File: src/rtl/des3_key_sched_seq_if.sv
// rtl/des3_key_sched_seq_if.sv - key-set input and round-key stream bundle for the 3DES key scheduler
interface des3_key_sched_seq_if;
  logic        key_valid;
  logic        key_ready;
  logic [63:0] key1;
  logic [63:0] key2;
  logic [63:0] key3;
  logic [1:0]  mode;
  logic        rk_valid;
  logic        rk_ready;
  logic [47:0] rk_data;
  logic [3:0]  rk_round;
  logic [1:0]  rk_stage;
  logic        rk_last;
  logic        busy;
  logic        err;

  modport master (
    output key_valid, key1, key2, key3, mode, rk_ready,
    input  key_ready, rk_valid, rk_data, rk_round, rk_stage, rk_last, busy, err
  );

  modport slave (
    input  key_valid, key1, key2, key3, mode, rk_ready,
    output key_ready, rk_valid, rk_data, rk_round, rk_stage, rk_last, busy, err
  );
endinterface

File: src/rtl/des3_key_sched_seq.sv
// rtl/des3_key_sched_seq.sv - sequential DES/3DES round-key scheduler streaming one 48-bit key per handshake
module des3_key_sched_seq #(
  parameter int NUM_STAGES   = 3,
  parameter int NUM_KEYS     = 3,
  parameter int PARITY_CHECK = 0
) (
  input logic                 clk,
  input logic                 n_rst,
  des3_key_sched_seq_if.slave bus
);
  localparam int PC1_T [56] = '{57, 49, 41, 33, 25, 17,  9,  1, 58, 50, 42, 34, 26, 18,
                                10,  2, 59, 51, 43, 35, 27, 19, 11,  3, 60, 52, 44, 36,
                                63, 55, 47, 39, 31, 23, 15,  7, 62, 54, 46, 38, 30, 22,
                                14,  6, 61, 53, 45, 37, 29, 21, 13,  5, 28, 20, 12,  4};
  localparam int PC2_T [48] = '{14, 17, 11, 24,  1,  5,  3, 28, 15,  6, 21, 10,
                                23, 19, 12,  4, 26,  8, 16,  7, 27, 20, 13,  2,
                                41, 52, 31, 37, 47, 55, 30, 40, 51, 45, 33, 48,
                                44, 49, 39, 56, 34, 53, 46, 42, 50, 36, 29, 32};
  localparam logic [1:0] LAST_STAGE = 2'(NUM_STAGES - 1);

  typedef enum logic {IDLE, RUN} state_t;

  state_t      state_q;
  logic [63:0] k1_q, k2_q, k3_q;
  logic        dec_q;
  logic [55:0] cd_q;
  logic [3:0]  round_q;
  logic [1:0]  stage_q;
  logic        rk_valid_q;
  logic        err_q;

  // cd[55:28] = C (C bit 1 at MSB), cd[27:0] = D
  function automatic logic [55:0] pc1(input logic [63:0] k);
    logic [55:0] cd;
    cd = '0;
    for (int i = 0; i < 56; i++) cd[6'(55 - i)] = k[6'(PC1_T[i] - 1)];
    return cd;
  endfunction

  function automatic logic [47:0] pc2(input logic [55:0] cd);
    logic [47:0] rk;
    rk = '0;
    for (int j = 0; j < 48; j++) rk[6'(47 - j)] = cd[6'(56 - PC2_T[j])];
    return rk;
  endfunction

  function automatic logic [55:0] rol_cd(input logic [55:0] cd, input logic two);
    logic [27:0] c, d;
    c = cd[55:28];
    d = cd[27:0];
    if (two) return {c[25:0], c[27:26], d[25:0], d[27:26]};
    return {c[26:0], c[27], d[26:0], d[27]};
  endfunction

  function automatic logic [55:0] ror_cd(input logic [55:0] cd, input logic two);
    logic [27:0] c, d;
    c = cd[55:28];
    d = cd[27:0];
    if (two) return {c[1:0], c[27:2], d[1:0], d[27:2]};
    return {c[0], c[27:1], d[0], d[27:1]};
  endfunction

  // Shift amount for 1-based round r is 2 except at rounds 1, 2, 9 and 16
  function automatic logic two_shift(input logic [4:0] r);
    return !(r == 5'd1 || r == 5'd2 || r == 5'd9 || r == 5'd16);
  endfunction

  // Encrypt order K1,K2,K3; decrypt order K3,K2,K1; single DES always K1
  function automatic logic [63:0] stage_key(input logic [1:0] s, input logic dec,
                                            input logic [63:0] k1, input logic [63:0] k2,
                                            input logic [63:0] k3);
    if (NUM_STAGES == 1) return k1;
    if (s == 2'd1) return k2;
    if ((s == 2'd0) ^ dec) return k1;
    return k3;
  endfunction

  // The middle stage of EDE runs opposite to the requested mode
  function automatic logic stage_dec(input logic [1:0] s, input logic dec);
    return dec ^ (NUM_STAGES == 3 && s == 2'd1);
  endfunction

  // Round 1 of a stage: decrypt starts at C0/D0 (equal to C16/D16), encrypt at C1/D1
  function automatic logic [55:0] load_cd(input logic [63:0] k, input logic dec);
    return dec ? pc1(k) : rol_cd(pc1(k), 1'b0);
  endfunction

  function automatic logic odd_bytes(input logic [63:0] k);
    logic ok;
    ok = 1'b1;
    for (int b = 0; b < 8; b++) ok = ok & (^k[b*8 +: 8]);
    return ok;
  endfunction

  logic [63:0] a1, a2, a3;
  logic        parity_ok;
  logic [1:0]  next_stage;
  logic [55:0] step_cd;

  // Keying-option aliasing, parity screen and the next C/D value within a stage
  always_comb begin
    a1 = bus.key1;
    a2 = (NUM_KEYS == 1) ? bus.key1 : bus.key2;
    a3 = (NUM_KEYS == 3) ? bus.key3 : bus.key1;
    parity_ok = (PARITY_CHECK == 0) ||
                (odd_bytes(bus.key1) &&
                 (NUM_STAGES == 1 || NUM_KEYS == 1 || odd_bytes(bus.key2)) &&
                 (NUM_STAGES == 1 || NUM_KEYS != 3 || odd_bytes(bus.key3)));
    next_stage = stage_q + 2'd1;
    if (stage_dec(stage_q, dec_q)) step_cd = ror_cd(cd_q, two_shift(5'd16 - {1'b0, round_q}));
    else                           step_cd = rol_cd(cd_q, two_shift({1'b0, round_q} + 5'd2));
  end

  // Control FSM: accept/reject key sets, advance rounds and stages on each handshake
  always_ff @(posedge clk) begin
    if (n_rst) begin
      state_q    <= IDLE;
      k1_q       <= '0;
      k2_q       <= '0;
      k3_q       <= '0;
      dec_q      <= 1'b0;
      cd_q       <= '0;
      round_q    <= '0;
      stage_q    <= '0;
      rk_valid_q <= 1'b0;
      err_q      <= 1'b0;
    end else begin
      err_q <= 1'b0;
      case (state_q)
        IDLE: begin
          if (bus.key_valid) begin
            if (!bus.mode[1] && parity_ok) begin
              state_q    <= RUN;
              k1_q       <= a1;
              k2_q       <= a2;
              k3_q       <= a3;
              dec_q      <= bus.mode[0];
              cd_q       <= load_cd(stage_key(2'd0, bus.mode[0], a1, a2, a3),
                                    stage_dec(2'd0, bus.mode[0]));
              round_q    <= '0;
              stage_q    <= '0;
              rk_valid_q <= 1'b1;
            end else begin
              err_q <= 1'b1;
            end
          end
        end
        RUN: begin
          if (bus.rk_ready) begin
            if (round_q == 4'd15) begin
              round_q <= '0;
              if (stage_q == LAST_STAGE) begin
                state_q    <= IDLE;
                stage_q    <= '0;
                rk_valid_q <= 1'b0;
              end else begin
                stage_q <= next_stage;
                cd_q    <= load_cd(stage_key(next_stage, dec_q, k1_q, k2_q, k3_q),
                                   stage_dec(next_stage, dec_q));
              end
            end else begin
              round_q <= round_q + 4'd1;
              cd_q    <= step_cd;
            end
          end
        end
        default: state_q <= IDLE;
      endcase
    end
  end

  // Stream outputs are forced to zero whenever no key is being presented
  always_comb begin
    bus.key_ready = !n_rst && (state_q == IDLE);
    bus.rk_valid  = rk_valid_q;
    bus.rk_data   = rk_valid_q ? pc2(cd_q) : 48'd0;
    bus.rk_round  = rk_valid_q ? round_q : 4'd0;
    bus.rk_stage  = rk_valid_q ? stage_q : 2'd0;
    bus.rk_last   = rk_valid_q && (round_q == 4'd15) && (stage_q == LAST_STAGE);
    bus.busy      = (state_q == RUN);
    bus.err       = err_q;
  end
endmodule

File: src/flat_wrapper.sv
// flat-port wrapper written by rule: the top's interface ports become plain ports
module des3_key_sched_seq_flat 
#(
  parameter int NUM_STAGES   = 3,
  parameter int NUM_KEYS     = 3,
  parameter int PARITY_CHECK = 0
)
  (clk, n_rst, bus_key_valid, bus_key1, bus_key2, bus_key3, bus_mode, bus_rk_ready, bus_key_ready, bus_rk_valid, bus_rk_data, bus_rk_round, bus_rk_stage, bus_rk_last, bus_busy, bus_err);
  des3_key_sched_seq_if bus_i ();
  input logic clk;
  input logic n_rst;
  input wire logic [$bits(bus_i.key_valid)-1:0] bus_key_valid;
  input wire logic [$bits(bus_i.key1)-1:0] bus_key1;
  input wire logic [$bits(bus_i.key2)-1:0] bus_key2;
  input wire logic [$bits(bus_i.key3)-1:0] bus_key3;
  input wire logic [$bits(bus_i.mode)-1:0] bus_mode;
  input wire logic [$bits(bus_i.rk_ready)-1:0] bus_rk_ready;
  output wire logic [$bits(bus_i.key_ready)-1:0] bus_key_ready;
  output wire logic [$bits(bus_i.rk_valid)-1:0] bus_rk_valid;
  output wire logic [$bits(bus_i.rk_data)-1:0] bus_rk_data;
  output wire logic [$bits(bus_i.rk_round)-1:0] bus_rk_round;
  output wire logic [$bits(bus_i.rk_stage)-1:0] bus_rk_stage;
  output wire logic [$bits(bus_i.rk_last)-1:0] bus_rk_last;
  output wire logic [$bits(bus_i.busy)-1:0] bus_busy;
  output wire logic [$bits(bus_i.err)-1:0] bus_err;
  assign bus_i.key_valid = bus_key_valid;
  assign bus_i.key1 = bus_key1;
  assign bus_i.key2 = bus_key2;
  assign bus_i.key3 = bus_key3;
  assign bus_i.mode = bus_mode;
  assign bus_i.rk_ready = bus_rk_ready;
  assign bus_key_ready = bus_i.key_ready;
  assign bus_rk_valid = bus_i.rk_valid;
  assign bus_rk_data = bus_i.rk_data;
  assign bus_rk_round = bus_i.rk_round;
  assign bus_rk_stage = bus_i.rk_stage;
  assign bus_rk_last = bus_i.rk_last;
  assign bus_busy = bus_i.busy;
  assign bus_err = bus_i.err;
  des3_key_sched_seq #(.NUM_STAGES(NUM_STAGES), .NUM_KEYS(NUM_KEYS), .PARITY_CHECK(PARITY_CHECK)) u_core (.clk(clk), .n_rst(n_rst), .bus(bus_i));
endmodule
File: config.mk
export PLATFORM = sky130hd
export DESIGN_NAME = des3_key_sched_seq_flat
export DESIGN_NICKNAME = d
export VERILOG_FILES = /design/src/rtl/des3_key_sched_seq_if.sv /design/src/rtl/des3_key_sched_seq.sv /design/src/flat_wrapper.sv
export SDC_FILE = /design/constraint.sdc
export NUM_CORES = 1
export LEC_CHECK = 0
export CORE_ASPECT_RATIO = 0.5
export CORE_MARGIN = 1
export CORE_UTILIZATION = 43
export DETAILED_ROUTE_END_ITERATION = 7
export PLACE_DENSITY = 0.77
export RECOVER_POWER = 50
export SETUP_SLACK_MARGIN = 0.5
export SYNTH_ARGS = -nofsm -noshare
export SYNTH_HDL_FRONTEND = slang
export SYNTH_SLANG_ARGS = --single-unit
File: constraint.sdc
create_clock -name clk -period 4.3 [get_ports clk]
set_input_delay 0.86 -clock clk [delete_from_list [all_inputs] [get_ports clk]]
set_output_delay 0.86 -clock clk [all_outputs]
set_load 0.1 [all_outputs]
# Yosys cells after proc, flatten, opt, wreduce, memory -nomap -nowiden
# Index checks and enable logic that the tools add are counted.
# W data, S select, Z words.
[word_totals] register_bits=159 out_inout_bits=59
[classes] n_addsub=4 eq_ne=18 muxes=68 bitwise=6 reduce_logical=17
[ops] cell="$mux W56" n=10
[ops] cell="$mux W31" n=6
[ops] cell="$pmux W56 S2" n=1
[ops] cell="$mux W33" n=2
[ops] cell="$mux W1" n=33
[ops] cell="$mux W32" n=1
[ops] cell="$mux W4" n=5
[ops] cell="$mux W2" n=6
[ops] cell="$eq A5 B1 Y1 const B" n=2
[ops] cell="$eq A5 B2 Y1 const B" n=2
[ops] cell="$eq A5 B4 Y1 const B" n=2
[ops] cell="$eq A5 B5 Y1 const B" n=2
[ops] cell="$ne A2 B2 Y1 const B" n=5
[ops] cell="$pmux W4 S2" n=1
[ops] cell="$reduce_and A4 Y1" n=2
[ops] cell="$logic_or A1 B1 Y1" n=6
[ops] cell="$reduce_and A3 Y1" n=2
[ops] cell="$add A4 B2 Y5 const B" n=1
[ops] cell="$reduce_and A5 Y1" n=1
[ops] cell="$sub A5 B4 Y5 const A" n=1
[ops] cell="$add A4 B1 Y4 const B" n=1
[ops] cell="$eq A2 B1 Y1 const B" n=2
[ops] cell="$eq A4 B4 Y1 const B" n=1
[ops] cell="$pmux W1 S2" n=2
[ops] cell="10 further kinds" n=16

# Logic depth before layout (Yosys ltp)
# Gate-level depths: netlist of the first run.
[logic_depth] ltp_word=21 depth_mapped=11 ltp_nobuf=8

# Least setup slack after synthesis of the first run
# OpenSTA, ideal clock, no wires.
[synth_path] path_kind="register -> output" from="register u_core.state_q, in the netlist u_core.bus.busy" to="output port bus_key_ready" arrival_time_ns=2.613 required_time_ns=3.440 path_slack_ns=0.827 stages_incl_launch_ff=5 n_path_buf=3 cell_sequence="dfxtp_1 -> clkbuf_1 -> clkbuf_1 -> clkbuf_1 -> nor2_1"
[synth_between] elab_chain_cells=2
[synth_rtl] element="start, declared" line="des3_key_sched_seq.sv:23" text="state_t state_q;"
[synth_rtl] element="start signal, assigned" line="des3_key_sched_seq.sv:117" text="state_q <= IDLE;"
[synth_rtl] element="start signal, assigned" line="des3_key_sched_seq.sv:133" text="state_q <= RUN;"
[synth_rtl] element="start signal, assigned" line="des3_key_sched_seq.sv:153" text="state_q <= IDLE;"
[synth_rtl] element="$not A1 Y1" line="des3_key_sched_seq.sv:174" text="bus.key_ready = !n_rst && (state_q == IDLE);"
[synth_rtl] element="$logic_and A1 B1 Y1" line="des3_key_sched_seq.sv:174"
[synth_rtl] element="end, declared" line="flat_wrapper.sv:18" text="output wire logic [$bits(bus_i.key_ready)-1:0] bus_key_ready;"
# No other way between the ends.

# Worst setup path after layout of the first run
[layout_path] from="input port n_rst" to="register u_core.round_q[2]"
[layout_rtl] element="start, declared" line="flat_wrapper.sv:11" text="input logic n_rst;"
[layout_rtl] element="end signal, assigned" line="des3_key_sched_seq.sv:162" text="round_q <= round_q + 4'd1;"
[layout_rtl] element="end, declared" line="des3_key_sched_seq.sv:27" text="logic [3:0] round_q;"
# No word-level cell between the ends.

==> results of run 1 <==
==> routing by layer <==
layer	vias to the layer above	global-route usage
li1	3223	-
met1	3197	0.305
met2	291	0.360
met3	26	0.0593
met4	0	0.0765
met5	-	0
==> metrics by stage <==
stage / setup slack, ns / hold WS (ns)
floorplan: 0.827 / 0.436
global placement: 1.18 / 0.446
detailed placement: 1.15 / 0.449
CTS: 1.08 / 0.459
global route: 0.591 / 0.485
finish: 0.764 / 0.459
==> sequential cells by signal, indices dropped and copies added, names as in the netlist <==
register             flops
u_core.stage_q           2
u_core.dec_q             1
u_core.cd_q             56
u_core.bus.busy          1
u_core.round_q           4
u_core.k2_q             16
u_core.k1_q             16
u_core.bus.err           1
u_core.k3_q             16
u_core.bus.rk_valid      1
==> cell type report <==
cell class	count	share of cell area
Multi-Input combinational cell	678	0.528
Sequential cell	114	0.261
Timing Repair Buffer	107	0.107
Clock buffer	17	0.0486
Tap cell	227	0.0325
Clock inverter	15	0.0197
Inverter	7	0.00300
==> critical path: cells and delay by family <==
| kind | cells | cell delay [ns] |
|---|---|---|
| buffers and inverters | 2 | 2.68 |
| and+or+nand+nor | 1 | 0.17 |
==> path summary, 6_finish.rpt <==
kind	startpoint	endpoint	slack, ns	cells past startpoint
max	n_rst	u_core.round_q[2]$_SDFFE_PP0P_	0.76	3
min	u_core.k2_q[27]$_SDFFE_PP0P_	u_core.k2_q[27]$_SDFFE_PP0P_	0.46	2
max reg2reg	u_core.round_q[1]$_SDFFE_PP0P_	u_core.cd_q[21]$_SDFFE_PP0P_	1.13	9
min reg2reg	u_core.k2_q[27]$_SDFFE_PP0P_	u_core.k2_q[27]$_SDFFE_PP0P_	0.46	2
==> report_power, final <==
| group | switching (mW) | leakage [nW] | internal, mW |
|---|---|---|---|
| Combinational | 0.362 | 1.91 | 0.190 |
| Clock | 0.580 | 0.289 | 0.870 |
| Sequential | 0.0460 | 0.928 | 1.10 |
| Total | 0.988 | 3.12 | 2.16 |
==> cells in the mapped netlist, types with 6 or more instances <==
cell type	count
a211oi_1	23
a21oi_1	67
a221o_1	38
a221oi_1	15
and2_1	34
buf_1	6
buf_2	18
buf_4	26
clkbuf_1	42
dfxtp_1	114
ha_1	7
inv_1	7
mux2_2	52
mux2i_1	100
nand2_1	113
nor2_1	102
o211ai_1	13
o21ai_0	23
==> cell families (layout without fill, tap and decap cells) <==
family          after synthesis  in the layout  share of synthesized area
xor+xnor                      6              6                     0.0103
mux                         155            155                      0.222
other cells                   1             22                   0.000514
compound gates              208            208                      0.206
flops                       114            114                      0.313
buf+inv                     101            146                     0.0696
simple gates                280            280                      0.167
fa+ha+maj                     7              7                     0.0120
==> cell usage in the layout, fill, tap and decap left out, types with 34 or more instances in the layout <==
cell / netlist / routed
mux2i_1: 100 / 100
clkdlybuf4s50_1: 0 / 55
and2_1: 34 / 34
a21oi_1: 67 / 66
buf_4: 26 / 46
nand2_1: 113 / 113
a221o_1: 38 / 38
nor2_1: 102 / 100
dfxtp_1: 114 / 113
mux2_2: 52 / 52
==> summary.md, run 1 <==
| Metric | Value |
|---|---|
| Status | finished with violations |
| Failing checks | max-capacitance violations, max-slew violations |
| Cell chain of the critical path | clkbuf_1 > clkbuf_1 > nor3_1 |
| Crit-path slowest cell | clkbuf_1 |
| Metal3 WL | 1530 um |
| Grt ovf | 0 |
| First-pass GRT wire length | 31,700 um |
| WP data arrival | around 3.7 ns |
| Yosys top cell by area | dfxtp_1 |
| 1st-iter DRT viols | approximately 560 |
| Leakage | about 3.1 nW |
| CTS Hold Bufs | 0 |
| Die Y | between 90 and 100 um |
| Final hold violations | 0 |
| Met2 wire length | around 9000 um |
| DP Area | approximately 0.0082 mm2 |
| Port-buffer cells | 90 |
| Power Dens Cells | ~360 mW/mm2 |
| Full die area | 0.0175 mm2 |
| # IOs | between 200 and 300 |
| CTS max path bufs | 2 |
| All-Layer GR Usage | 0.230 |
| CTS buffer count | 17 |
| Worst skew pair latency | 0.43 ns |
| Vias | 6,737 |
| Cell count after placement | about 1,100 |
| Die width | 186 um |
| Max-cap viol count | 2 |
| Highest Clock Rate | 0.283 GHz |
| Fraction of layout cells with a size suffix above 1 | 0.157 |
| Cells after Synth | 872 |
| Final instance area | between 0.008 and 0.009 mm2 |
| Sequential element share of the synthesized area | 0.313 |
| Crit. End Element | flop |
| Iteration count of the initial detailed-routing pass | 6 |
| Final WL | about 20,000 um |
| Max Slew Vio Count | between 100 and 150 |
| Core Box Area | ~0.016 mm2 |
| Worst Path Required | about 4.5 ns |
| Rows | 33 |
| Startpoint type of the worst setup path | input port |
| Nets | about 1,100 |
| GP Congestion | 0.895 |
| Tmin final | about 3.5 ns |
| Total chip power | 3.15 mW |
| Final setup violating endpoints | 0 |
| Top post-synthesis cells by area | dfxtp_1, mux2i_1, mux2_2 |
| Vias per cell | roughly 5.8 |
| Post-synth top area share | 0.313 |
| Worst Setup Path Type | in2reg |
| Clk sinks | around 110 |
| CTS tree | done |
| Syn_area_per_cell | approximately 8.4 um2 |
| Final Core Density | 0.531 |
| Clock transition at path regs | 0.06 ns |
| Antenna Diode Count | 0 |
| EDFF count, synth | 0 |
| Worst Path Max Fanout | 59 |
| Slew @ Worst Pin | about 2.8 ns |
| Initial antenna violation count | 0 |
| Setup Buffers After CTS | 0 |
| Max incr delay on CP | between 2 and 2.5 ns |
| Initial Utilization | 0.443 |
| Post-DP HPWL | roughly 13,000 um |
| Met1 WL | between 8000 and 9000 um |
| Synth unique cells | 61 |
| Area Overhead vs Synth | 19.9% |
| DRT antenna net count | 0 |
| Vias in the first global route | between 6,000 and 7,000 |
| Register Area | 0.00228 mm2 |
| Setup TNS | 0 ns |
| RSZ-0062 raised after global routing | false |
| Ys Warns | 0 |
| Worst clock skew | around 0.011 ns |
| Largest net degree at the start of global routing | 60 |
| Synth Flop Type | dfxtp_1 |
| Asr flop ratio synth | 0 |
| Worst rel slew slack | -0.835 |
| Tcrit/Tclk final | 0.822 |
| Multi-input logic area | 0.00462 mm2 |
| Worst Hold Class | reg2reg |
| Synthesized area | approximately 0.0073 mm2 |
| H-tree level count | 4 |
| Post-CTS Resized | 0 |
| CTS root buf | clkbuf_16 |
| Number of remaining DRC errors | 0 |
| Top sig layer | met4 |
| Max IR drop VDD | between 0.0003 and 0.0004 V |
| Seq cells post-synth | around 110 |
| Filler cells | 1,499 |
| DR WL/cell | between 15 and 20 um |
| Fin cells | between 1,000 and 1,500 |
| Most frequent CP cell | clkbuf_1 |
Note: power is estimated with default switching activity, not from simulation.
==> inputs of run 2 (changes only) <==
==> constraint.sdc (replaced) <==
create_clock -name clk -period 3.38 [get_ports clk]
set_input_delay 0.676 -clock clk [delete_from_list [all_inputs] [get_ports clk]]
set_output_delay 0.676 -clock clk [all_outputs]
set_load 0.1 [all_outputs]
==> summary.md, run 2 (synthesis results as in run 1) <==
| Metric | Value |
|---|---|
| GP Congestion | between 0.8 and 0.9 |
| Highest Clock Rate | roughly 0.33 GHz |
| Worst Path Max Fanout | 22 |
| Met2 GRT Util | 0.368 |
| CTS max path bufs | 2 |
| WP data arrival | 2.34 ns |
| Initial antenna violation count | 0 |
| Startpoint type of the worst setup path | flop |
| First-pass GRT wire length | roughly 32,000 um |
| Largest net degree at the start of global routing | about 60 |
| Power Dens Cells | roughly 450 mW/mm2 |
| All-Layer GR Usage | 0.235 |
| Most frequent cells in the layout | nand2_1, dfxtp_1, mux2i_1, nor2_1, a21oi_1 |
| Number of remaining DRC errors | 0 |
| Rows | 33 |
| Final setup violating endpoints | 0 |
| Iteration count of the initial detailed-routing pass | 5 |
| Worst Hold Class | reg2reg |
| Final Core Density | 0.536 |
| Largest register FFs | 56 |
| Tmin final | between 3 and 4 ns |
| Port-buffer cells | 90 |
| Vias | between 6,000 and 7,000 |
| CTS buffer count | 17 |
| Crit. End Element | primary output |
| Vias in the first global route | approximately 6,300 |
| Slew @ Worst Pin | between 1 and 1.5 ns |
| Full die area | 0.0175 mm2 |
| Final WL | a little over 20,000 um |
| Grt peak-use layer | met2 |
| Biggest register | u_core.cd_q |
| Antenna Diode Count | 0 |
| Nets | roughly 1,100 |
| Worst rel slew slack | 0.216 |
| Die width | 186 um |
| Clk sinks | around 110 |
| Max IR drop VDD | approximately 0.00038 V |
| Met3 GRT Util | 0.0484 |
| Vias per cell | around 5.9 |
| CTS Hold Bufs | 0 |
| H-tree level count | 4 |
| Final instance area | around 0.009 mm2 |
| Max Slew Vio Count | 0 |
| Commonest non-fill, non-tap cell in the layout | nand2_1 |
| # IOs | ~260 |
| DR WL/cell | around 17 um |
| Initial Utilization | 0.443 |
| M1 GR Usage | 0.318 |
| Status | finished clean |
| Total chip power | about 4.0 mW |
| R2R depth | 9 |
| Clock transition at path regs | 0.06 ns |
| Die Y | roughly 94 um |
| Final hold violations | 0 |
| Max-cap viol count | 0 |
| Area Overhead vs Synth | 21.0% |
| Leakage | between 3 and 4 nW |
| Worst Path Required | between 2 and 3 ns |
| Grt ovf | 0 |
| Core Box Area | approximately 0.016 mm2 |
| CTS tree | done |
| DRT antenna net count | 0 |
| Worst Setup Path Type | reg2out |
| CTS root buf | clkbuf_16 |
| Setup TNS | 0 ns |
| Worst clock skew | a little under 0.009 ns |
| Filler cells | 1,508 |
| Hold path depth | 2 |
| RSZ-0062 raised after global routing | false |
| 1st-iter DRT viols | slightly above 700 |
| Tcrit/Tclk final | 0.891 |
| Worst skew pair latency | roughly 0.42 ns |
| Fraction of layout cells with a size suffix above 1 | 0.160 |
| Post-DP HPWL | 13,500 um |
| DP Area | ~0.0082 mm2 |
==> run 2: cell count changes in the layout (fill, tap and decap cells not counted), sizes merged <==
| cell | previous run | this run |
|---|---|---|
| buf | 47 | 49 |
| inv | 14 | 9 |
| clkbuf | 22 | 39 |
| dlygate4sd3 | 0 | 1 |
| clkinv | 4 | 6 |
| clkdlybuf4s50 | 55 | 52 |
| clkinvlp | 2 | 4 |
==> run 2: repair_timing <==
item | in CTS | in global routing
setup endpoints to repair | 0 | 44
buffers inserted | 0 | 7
gates resized for setup | 0 | 4
hold endpoints to repair | 0 | 0
==> run 2: path summary, 6_finish.rpt <==
| path | from | end | slack (ns) |
|---|---|---|---|
| setup / recovery | u_core.bus.rk_valid$_SDFFE_PP0P_ | bus_rk_data[23] | 0.37 |
| setup reg to reg | u_core.round_q[2]$_SDFFE_PP0P_ | u_core.cd_q[13]$_SDFFE_PP0P_ | 0.67 |
| hold / removal | u_core.k2_q[27]$_SDFFE_PP0P_ | u_core.k2_q[27]$_SDFFE_PP0P_ | 0.46 |
| hold reg to reg | u_core.k2_q[27]$_SDFFE_PP0P_ | u_core.k2_q[27]$_SDFFE_PP0P_ | 0.46 |
==> run 2: layout make-up <==
class	count	area, um2	area share
multi-input cells	678	4610	0.522
repair buffers	123	1030	0.116
well taps	227	284	0.0322
inverters	7	26.3	0.00297
clock buffers	18	439	0.0497
clock inverters	14	156	0.0177
flip-flops and latches	114	2290	0.259
==> run 2: critical path: stages, from the launching register on <==
cell and delay (ns):
dfxtp_1 0.80, and2_1 0.25, clkbuf_1 0.87
==> run 2: metrics by stage <==
step                      hold WS [ns]  worst slack [ns]  instances
after floorplan                  0.436             0.545        893
after global placement           0.447             0.557       1141
after detailed placement         0.453             0.503       1141
after CTS                        0.462             0.532       1173
after global routing             0.489             0.278       1181
final                            0.465             0.368       1181
==> run 2: metal layers <==
metal  wire length [um]  part of all wire
met5                  0                 0
met4                415             0.020
met3               1470             0.072
met2               9310              0.45
met1               9350              0.46
==> run 2: where the power goes <==
part           internal [mW]  leakage [nW]  switching (mW)
registers               1.40         0.929          0.0646
clock network           1.11         0.279           0.712
logic                  0.253          1.94           0.469
total                   2.76          3.15            1.25
==> inputs of run 3 (changes only) <==
--- a/config.mk
+++ b/config.mk
@@ -6,7 +6,7 @@
 export NUM_CORES = 1
 export LEC_CHECK = 0
 export CORE_ASPECT_RATIO = 0.5
-export CORE_MARGIN = 1
+export CORE_MARGIN = 8
 export CORE_UTILIZATION = 43
 export DETAILED_ROUTE_END_ITERATION = 7
 export PLACE_DENSITY = 0.77
==> summary.md, run 3 (synthesis results as in run 1) <==
| Metric | Value |
|---|---|
| Vias in the first global route | 6,494 |
| Setup TNS | 0 ns |
| Worst Hold Class | reg2reg |
| Final setup violating endpoints | 0 |
| Biggest register | u_core.cd_q |
| Crit. End Element | primary output |
| DRT antenna net count | 0 |
| All-Layer GR Usage | 0.186 |
| Met2 wire length | 9560 um |
| Commonest non-fill, non-tap cell in the layout | nand2_1 |
| Grt ovf | 0 |
| Startpoint type of the worst setup path | flop |
| Most frequent cells in the layout | nand2_1, dfxtp_1, mux2i_1, nor2_1, a21oi_1 |
| Core Box Area | about 0.016 mm2 |
| Hold path depth | 2 |
| Power Dens Cells | about 460 mW/mm2 |
| CTS root buf | clkbuf_16 |
| Final Core Density | 0.533 |
| Fraction of layout cells with a size suffix above 1 | 0.157 |
| Vias per cell | approximately 5.7 |
| Full die area | roughly 0.022 mm2 |
| CTS Hold Bufs | 0 |
| Worst setup margin | 0.598 ns |
| Max IR drop VDD | 0.000438 V |
| Slew @ Worst Pin | about 1.3 ns |
| Port-buffer cells | 90 |
| Die width | between 200 and 250 um |
| Initial antenna violation count | 0 |
| Post-DP HPWL | between 10,000 and 15,000 um |
| Nets | between 1,000 and 1,500 |
| Worst rel slew slack | 0.166 |
| Largest register FFs | between 50 and 60 |
| Area Overhead vs Synth | 20.3% |
| Max-cap viol count | 0 |
| Clock transition at path regs | 0.06 ns |
| GP Congestion | ~0.93 |
| Antenna Diode Count | 0 |
| First-pass GRT wire length | between 30,000 and 40,000 um |
| Setup slack at placement | 0.433 ns |
| CTS tree | done |
| Top sig layer | met4 |
| Final WL | about 21,000 um |
| Iteration count of the initial detailed-routing pass | 5 |
| Worst Path Max Fanout | 35 |
| Met1 WL | about 9700 um |
| H-tree level count | 4 |
| Tmin final | around 2.8 ns |
| Worst Path Required | ~2.7 ns |
| Worst Setup Path Type | reg2out |
| Largest net degree at the start of global routing | 59 |
| Max Slew Vio Count | 0 |
| Number of remaining DRC errors | 0 |
| # IOs | roughly 260 |
| Worst clock skew | 0.00763 ns |
| 1st-iter DRT viols | 740 |
| Tcrit/Tclk final | 0.823 |
| Metal3 WL | about 1300 um |
| Worst skew pair latency | 0.42 ns |
| Status | finished clean |
| Highest Clock Rate | about 0.36 GHz |
| WP data arrival | ~2.1 ns |
| Leakage | 3.12 nW |
| Rows | 33 |
| Final hold violations | 0 |
| Clk sinks | 114 |
| CTS max path bufs | 2 |
| Die Y | between 100 and 150 um |
| RSZ-0062 raised after global routing | false |
| DR WL/cell | about 18 um |
| Initial Utilization | 0.443 |
| CTS buffer count | 17 |
| Vias | around 6,800 |
| R2R depth | 9 |
==> run 3: power breakdown <==
group          internal (mW)  switching (mW)
sequential              1.40          0.0604
clock                   1.12           0.724
combinational          0.251           0.470
==> run 3: what timing repair did <==
action,in CTS,in global routing
gates resized for setup,0,5
setup endpoints to repair,0,15
setup buffers,0,2
==> run 3: layout make-up <==
| class | instances | area [um2] |
|---|---|---|
| clock buffer | 19 | 443 |
| clock inverter | 13 | 153 |
| fill | 1489 | 7690 |
| inverter | 7 | 26.3 |
| multi-input combinational | 678 | 4620 |
| sequential | 114 | 2290 |
| tap | 227 | 284 |
| timing repair buffer | 117 | 973 |
==> run 3: per-stage QoR <==
stage | cells | hold slack (ns) | power, mW | cell area [um2]
floorplan | 893 | 0.436 | 2.01 | 7380
global placement | 1140 | 0.449 | 2.18 | 8230
detailed placement | 1140 | 0.450 | 2.19 | 8230
CTS | 1172 | 0.459 | 4.02 | 8830
global route | 1175 | 0.480 | 4.14 | 8780
finish | 1175 | 0.457 | 4.02 | 8780
==> run 3: final timing paths <==
path | start | end | slack, ns
setup / recovery | u_core.bus.rk_valid$_SDFFE_PP0P_ | bus_rk_data[9] | 0.60
hold / removal | u_core.k2_q[20]$_SDFFE_PP0P_ | u_core.k2_q[20]$_SDFFE_PP0P_ | 0.46
setup reg to reg | u_core.round_q[2]$_SDFFE_PP0P_ | u_core.cd_q[13]$_SDFFE_PP0P_ | 0.68
hold reg to reg | u_core.k2_q[20]$_SDFFE_PP0P_ | u_core.k2_q[20]$_SDFFE_PP0P_ | 0.46
==> run 3: worst max-delay path, cell delays in order, from the launching register on <==
cell and delay [ns]:
dfxtp_1 0.30, buf_4 0.28, and2_1 0.17, clkbuf_1 0.92
==> run 3: layer usage <==
metal / up-vias / GRT usage
li1: 3235 / -
met1: 3248 / 0.243
met2: 234 / 0.300
met3: 39 / 0.0448
met4: 0 / 0.0595
met5: - / 0
